## src/rtl/fft_frame_ctrl.sv

```systemverilog
// Frame sequencer and flow controller for the stage-0 FFT datapath.
// Grants source blocks, caps blocks in flight and tags returning blocks.
module fft_frame_ctrl #(
  parameter int BLK_PER_FRAME = 32,
  parameter int MAX_INFLIGHT  = 48,
  parameter int CNT_W         = 6,
  parameter int FRM_W         = 8
) (
  input  logic                             clk,
  input  logic                             rst,
  input  logic                             start,
  input  logic                             abort,
  input  logic [FRM_W-1:0]                 num_frames,
  input  logic                             src_valid,
  input  logic                             src_last,
  output logic                             src_ready,
  output logic                             fft_valid_in,
  output logic [$clog2(BLK_PER_FRAME)-1:0] in_blk_idx,
  input  logic                             fft_valid_out,
  output logic [$clog2(BLK_PER_FRAME)-1:0] out_blk_idx,
  output logic                             out_frame_last,
  output logic [CNT_W-1:0]                 inflight,
  output logic                             busy,
  output logic                             done,
  output logic                             err_framing,
  output logic                             err_underflow
);

  localparam int                BLK_W    = $clog2(BLK_PER_FRAME);
  localparam logic [BLK_W-1:0]  LAST_BLK = BLK_W'(BLK_PER_FRAME - 1);
  localparam logic [CNT_W-1:0]  MAX_CNT  = CNT_W'(MAX_INFLIGHT);

  typedef enum logic [1:0] {
    S_IDLE,
    S_RUN,
    S_DRAIN,
    S_DONE
  } state_e;

  state_e             state_q, state_d;
  logic [FRM_W-1:0]   nframes_q, nframes_d;
  logic [FRM_W-1:0]   frame_cnt_q, frame_cnt_d;
  logic [BLK_W-1:0]   in_blk_q, in_blk_d;
  logic [BLK_W-1:0]   out_blk_q, out_blk_d;
  logic [CNT_W-1:0]   inflight_q, inflight_d;
  logic               err_framing_q, err_framing_d;
  logic               err_underflow_q, err_underflow_d;
  logic               accept;
  logic               blk_end;
  logic               frame_end;

  always_ff @(posedge clk or posedge rst) begin
    if (rst) begin
      state_q         <= S_IDLE;
      nframes_q       <= '0;
      frame_cnt_q     <= '0;
      in_blk_q        <= '0;
      out_blk_q       <= '0;
      inflight_q      <= '0;
      err_framing_q   <= 1'b0;
      err_underflow_q <= 1'b0;
    end else begin
      state_q         <= state_d;
      nframes_q       <= nframes_d;
      frame_cnt_q     <= frame_cnt_d;
      in_blk_q        <= in_blk_d;
      out_blk_q       <= out_blk_d;
      inflight_q      <= inflight_d;
      err_framing_q   <= err_framing_d;
      err_underflow_q <= err_underflow_d;
    end
  end

  always_comb begin
    state_d         = state_q;
    nframes_d       = nframes_q;
    frame_cnt_d     = frame_cnt_q;
    in_blk_d        = in_blk_q;
    out_blk_d       = out_blk_q;
    inflight_d      = inflight_q;
    err_framing_d   = err_framing_q;
    err_underflow_d = err_underflow_q;

    src_ready = (state_q == S_RUN) && (inflight_q < MAX_CNT);
    accept    = src_valid & src_ready;
    blk_end   = (in_blk_q == LAST_BLK);
    // A frame ends on either a last-block index or src_last; disagreement flags framing.
    frame_end = accept & (blk_end | src_last);

    if (accept && !fft_valid_out) begin
      inflight_d = inflight_q + 1'b1;
    end else if (fft_valid_out && !accept) begin
      if (inflight_q == '0) begin
        err_underflow_d = 1'b1;
      end else begin
        inflight_d = inflight_q - 1'b1;
      end
    end

    if (fft_valid_out) begin
      out_blk_d = (out_blk_q == LAST_BLK) ? '0 : out_blk_q + 1'b1;
    end

    if (accept) begin
      in_blk_d = frame_end ? '0 : in_blk_q + 1'b1;
      if (src_last != blk_end) begin
        err_framing_d = 1'b1;
      end
    end

    if (frame_end) begin
      frame_cnt_d = frame_cnt_q + 1'b1;
    end

    unique case (state_q)
      S_IDLE: begin
        if (start) begin
          nframes_d       = num_frames;
          frame_cnt_d     = '0;
          in_blk_d        = '0;
          out_blk_d       = '0;
          err_framing_d   = 1'b0;
          err_underflow_d = 1'b0;
          state_d         = S_RUN;
        end
      end
      S_RUN: begin
        if (abort ||
            (frame_end && (nframes_q != '0) && (frame_cnt_q + 1'b1 == nframes_q))) begin
          state_d = S_DRAIN;
        end
      end
      // No accepts while draining, so the next-state count already reflects any return.
      S_DRAIN: begin
        if (inflight_d == '0) begin
          state_d = S_DONE;
        end
      end
      S_DONE: begin
        state_d = S_IDLE;
      end
      default: begin
        state_d = S_IDLE;
      end
    endcase
  end

  assign fft_valid_in   = accept;
  assign in_blk_idx     = in_blk_q;
  assign out_blk_idx    = out_blk_q;
  assign out_frame_last = fft_valid_out & (out_blk_q == LAST_BLK);
  assign inflight       = inflight_q;
  assign busy           = (state_q != S_IDLE);
  assign done           = (state_q == S_DONE);
  assign err_framing    = err_framing_q;
  assign err_underflow  = err_underflow_q;

endmodule

```

## config.mk

```make
export PLATFORM = sky130hd
export DESIGN_NAME = fft_frame_ctrl
export DESIGN_NICKNAME = d
export VERILOG_FILES = /design/src/rtl/fft_frame_ctrl.sv
export SDC_FILE = /design/constraint.sdc
export NUM_CORES = 1
export LEC_CHECK = 0
export BUFFER_PORTS_ARGS = -buffer_cell sky130_fd_sc_hd__buf_2
export CORE_UTILIZATION = 56
export CTS_CLUSTER_DIAMETER = 100
export DETAILED_ROUTE_END_ITERATION = 8
export GPL_ROUTABILITY_DRIVEN = 0
export PLACE_DENSITY = 0.89
export SLEW_MARGIN = 25
export SYNTH_ARGS = -nofsm -noshare
export SYNTH_HDL_FRONTEND = slang
export SYNTH_SLANG_ARGS = --single-unit
```

## constraint.sdc

```tcl
create_clock -name clk -period 3.6 [get_ports clk]
set_clock_uncertainty 0.2 [all_clocks]
set_input_delay 0.72 -clock clk [delete_from_list [all_inputs] [get_ports clk]]
set_output_delay 0.72 -clock clk [all_outputs]
set_load 0.01 [all_outputs]
```

* Yosys cells after proc, flatten, opt, wreduce, memory -nomap -nowiden
Index checks and enable logic that the tools add are counted.
Storage, ports and cells: bits in registers 36, output and inout bits 23, logic and storage cells 70
Cells by class: $add $sub $neg 5, order comparisons 1, equal/unequal tests 10, mux-type cells 27, bitwise operators 4, reductions and logical operators 15
Operators by type and width (number):
- 5-bit two-way mux | 8
- 8-bit two-way mux | 3
- 6-bit two-way mux | 3
- 6-bit zero test | 2
- 5-bit by 1-bit adder with 5-bit output (second input constant) | 2
- 5-bit == test (second input constant) | 2
- 1-bit two-way mux | 9
- 8-bit by 1-bit adder with 8-bit output (second input constant) | 1
- 8-bit == test | 1
- 2-bit case mux with 4 select lines | 1
- 8-bit nonzero test | 1
- 6-bit by 1-bit adder with 6-bit output (second input constant) | 1
- 6-bit less-than comparator (second input constant) | 1
- 2-bit two-way mux | 3
- 6-bit by 1-bit subtractor with 6-bit output (second input constant) | 1
- 1-bit logical AND | 5
- 2-bit == test (second input constant) | 2
- 2-bit != test (second input constant) | 2
- 1-bit bitwise AND | 3
- 3-bit AND reduction | 1
- 2-bit by 1-bit == test with 1-bit output (second input constant) | 1
- 1-bit zero test | 2
- 2-bit zero test | 1
- 2-bit by 1-bit != test with 1-bit output (second input constant) | 1
- other kinds (5) | 5

* Longest topological paths before layout
depth in word-level cells 10, mapped depth 12

* Worst setup path before layout
Ideal clock, no wire load.
path type flip-flop to flip-flop, from register in_blk_q[0] (netlist: in_blk_idx[0]), to register state_q[1], setup time 128 ps, arrival time 2621 ps, data required time 3272 ps, slack 652 ps, cell stages (with the launch flop) 13, clock period less this slack 2948 ps, cells stage by stage dfrtp_1 > ha_1 > and3_1 > ha_1 > inv_1 > ha_1 > clkbuf_1 > nor3_1 > nand3_1 > nor3_1 > a31oi_1 > a21oi_2 > mux2_1
On the way: word-level cells in the longest chain between the ends 8
Ends and longest elaborated chain:
- start: declaration | line 43 | logic [BLK_W-1:0] in_blk_q, in_blk_d;
- start signal: assignment | line 66 | in_blk_q <= in_blk_d;
- 5-bit == test | line 86 | blk_end = (in_blk_q == LAST_BLK);
- 1-bit bitwise OR | line 88 | frame_end = accept & (blk_end | src_last);
- 1-bit bitwise AND | line 88
- 1-bit logical AND (2 in a row) | line 129 | (frame_end && (nframes_q != '0) && (frame_cnt_q + 1'b1 == nframes_q))) begin
- 1-bit logical OR | line 128 | if (abort ||
- 2-bit by 1-bit != test with 1-bit output (no line)
- 3-bit AND reduction (no line)
- end signal: assignment | line 63 | state_q <= state_d;
- end: declaration | line 40 | state_e state_q, state_d;
No other way between the ends. A chain may end at the register's enable or synchronous reset.

* Worst setup path after layout
from register state_q[1], to register state_q[1]
On the way: word-level cells in the longest chain between the ends 10, elaborated cells on any way between the ends 21, classes of those cells eq/ne: 6; mux: 3; bitwise: 2; reduce/logical: 10
Ends and longest elaborated chain:
- 2-bit by 1-bit == test with 1-bit output | line 84, 115
- 1-bit logical AND | line 84 | src_ready = (state_q == S_RUN) && (inflight_q < MAX_CNT);
- 1-bit bitwise AND | line 85 | accept = src_valid & src_ready;
- 1-bit zero test | line 92 | end else if (fft_valid_out && !accept) begin
- 1-bit logical AND | line 92
- 6-bit two-way mux | line 92
- 6-bit two-way mux | line 90 | if (accept && !fft_valid_out) begin
- 6-bit zero test | line 135 | if (inflight_d == '0) begin
- 2-bit != test (no line)
- 3-bit AND reduction (no line)
Several ways; a longest one is shown, not always the timed one.

==> flow_summary.json <==
{
  "wirelength_um": 4840,
  "critical_path_class": "register to register",
  "cts_hold_buf": 0,
  "min_path_type": "register to register",
  "finalPower_mw": 1.91,
  "peakVddDrop_mv": 0.356,
  "cts_resized": 0,
  "drive_gt1_share_pct": 24.3,
  "ys_seq_area_share_pct": 40.0,
  "syn_to_final_growth_pct": 13.6,
  "routedWlPerCell_um": 15.1,
  "rsz0062_at_grt": "no",
  "rows": 22,
  "drt_iter0_markers": 169,
  "num_io_pins": 38,
  "hold_end": "err_framing",
  "remaining_drc_errors": 0,
  "antenna_found_initial": 0,
  "cts_buffer_depth": 2,
  "power.static_leakage_nw": 1.20,
  "synth_seq_cells": 36,
  "dp_hpwl_um": 3430,
  "placed_cells_incl_taps": 313,
  "grt_pass1_wl_um": 8070,
  "p_per_area_nw_per_um2": 748,
  "grt_pass1_vias": 1783,
  "cts_tree": "built",
  "synth-edff-count": 0,
  "maxSlewViolCount": 0,
  "syn_area_per_cell_um2": 9.66,
  "critPathLaunchType": "register",
  "synth_area_um2": 2250,
  "syn_inst": 233,
  "r2r_start": "state_q[1]",
  "grt.total_usage_pct": 25.2,
  "max_slew_margin_pct": 48.9,
  "cts_made_buffers": 5,
  "cts-root-buf": "clkbuf_8",
  "layoutNonFillerInstCount": 320,
  "r2r_setup_slack_ns": 0.53,
  "fin_tns_setup_ns": 0,
  "yosysWarnings": 0,
  "die-area_um2": 4280,
  "die_w_um": 65.4,
  "crit_arrival_ns": 3.04,
  "vias_per_cell": 5.85,
  "ant_nets": 0,
  "synth.distinct_cells": 50,
  "async_reset_ff_share_pct": 100,
  "status": "completed",
  "syn-num-nets": 262,
  "cts_sinks": 36,
  "die_h_um": 65.4,
  "n_antenna_cell": 0,
  "fmax_mhz": 325,
  "grt_max_degree": 37,
  "insertion_delay_ns": 0.29,
  "finalNetCount": 301,
  "max-cap-violations": 0,
  "post_cts_buffers": 0,
  "min_from": "err_framing",
  "grt_overflow": 0,
  "cp-end-kind": "register",
  "crit_required_ns": 3.57,
  "hold_slack_ns": 0.313,
  "reg2reg_depth": 9,
  "hold_viol_final": 0,
  "core_um2": 3770,
  "min_period_over_period_pct": 85.4,
  "io_buffers": 37,
  "r2r_end": "state_q[1]",
  "setup_viol": 0,
  "path_max_fanout": 7,
  "htreeDepth": 2,
  "worst_pin_slew_ns": 0.766,
  "first_pass_iters": 4,
  "clkTransAtPathRegs_ns": 0.07,
  "synthFlopType": "dfrtp_1",
  "initial_core_util_pct": 59.7,
  "min_period_ns": 3.07,
  "worstHoldPathCells": 2,
  "route.vias.total": 1873
}
synthesized netlist by cell type (all sizes together), types with 2 or more instances:
cell type,instances,area (um2)
and2,4,25.0
and3,3,18.8
xnor2,12,105
nor2,23,86.3
nor3,9,45.0
clkbuf,4,15.0
ha,14,175
buf,6,40.0
inv,11,41.3
xor2,9,78.8
o21ai,8,40.0
nand4b,2,17.5
o32ai,2,17.5
nor4,2,12.5
nand3,11,55.1
mux2,10,113
nor4b,3,41.3
nor2b,6,37.5
nand2,17,63.8
or3,2,17.5
a21oi,13,68.8
dfrtp,36,901
or2,2,12.5
o32a,2,20.0
a31oi,3,25.0
mux2i,3,30.0
worst max-delay path, stage by stage (launching register included):
cell and delay, ns:
dfrtp_1 0.41, inv_1 0.11, ha_1 0.25, nand3_1 0.24
buf_4 0.25, a311oi_1 0.36, o221ai_1 0.17, or4_1 0.43
a21oi_2 0.19, mux2_1 0.33
flip-flops by register name (all words and copies together) (netlist names):
name,count
frame_cnt_q,8
out_blk_idx,5
inflight,6
state_q,2
err_framing,1
nframes_q,8
in_blk_idx,5
err_underflow,1
metrics by stage:
| step | setup WS (ns) | utilization, % | instance area, um2 |
|---|---|---|---|
| 2_1_floorplan | 0.652 | - | 2250 |
| 3_3_place_gp | 0.489 | 65.7 | 2480 |
| 3_5_place_dp | 0.423 | 65.7 | 2480 |
| 4_1_cts | 0.545 | 67.8 | 2560 |
| 5_1_grt | 0.316 | 67.8 | 2560 |
| 6_report | 0.526 | 67.8 | 2560 |
per-layer routing:
metal | up-vias | wire [um] | GRT usage [%]
li1 | 901 | - | -
met1 | 909 | 2090 | 31.4
met2 | 55 | 2420 | 41.6
met3 | 8 | 226 | 5.03
met4 | 0 | 95 | 12.0
met5 | - | 0 | 0
layout by cell type (no fill, tap or decap), types with 3 or more instances in the layout:
master	Yosys	routed
nor2_1	23	23
o21ai_0	7	7
ha_1	14	14
nand3_1	11	11
buf_2	2	37
nand2_1	17	17
nor2b_1	6	6
dfrtp_1	36	36
a21oi_1	12	12
xor2_1	9	9
inv_1	11	11
nor3_1	9	9
mux2_2	9	9
mux2i_1	3	3
and2_1	4	4
xnor2_1	12	12
clkbuf_8	0	5
and3_1	3	3
buf_4	0	5
cell families (layout without fill, tap and decap cells):
| family | after synthesis | in the layout | synth area share [%] |
|---|---|---|---|
| flip-flops | 36 | 36 | 40.0 |
| multiplexers | 13 | 13 | 6.34 |
| buffers and inverters | 21 | 60 | 4.28 |
| AO/OA/AOI/OAI | 39 | 39 | 12.3 |
| XOR/XNOR | 21 | 21 | 8.17 |
| adder cells (fa/ha/maj) | 14 | 14 | 7.78 |
| AND/OR/NAND/NOR | 89 | 89 | 21.1 |
final cells by class:
class / count / area [um2]
Clock buffer: 6 / 72.6
Clock inverter: 1 / 5.00
Fill cell: 308 / 1210
Inverter: 11 / 41.3
Multi-Input combinational cell: 176 / 1250
Sequential cell: 36 / 901
Tap cell: 48 / 60.1
Timing Repair Buffer: 42 / 223
worst max-delay path by stage:
stage | slack, ns | to | startpoint | cells past startpoint
2_1_floorplan | 0.65 | state_q[1] | in_blk_idx[0] | 12
3_3_place_gp | 0.49 | state_q[1] | fft_valid_out | 8
3_5_place_dp | 0.42 | state_q[1] | fft_valid_out | 8
4_1_cts | 0.55 | state_q[1] | inflight[0] | 9
5_1_grt | 0.32 | state_q[1] | inflight[0] | 9
6_report | 0.53 | state_q[1] | state_q[1] | 9
power breakdown:
part | internal (mW) | switching [mW]
Clock | 0.131 | 0.133
Combinational | 0.419 | 0.467
Sequential | 0.551 | 0.210
Power figures use the tool's default switching activity.
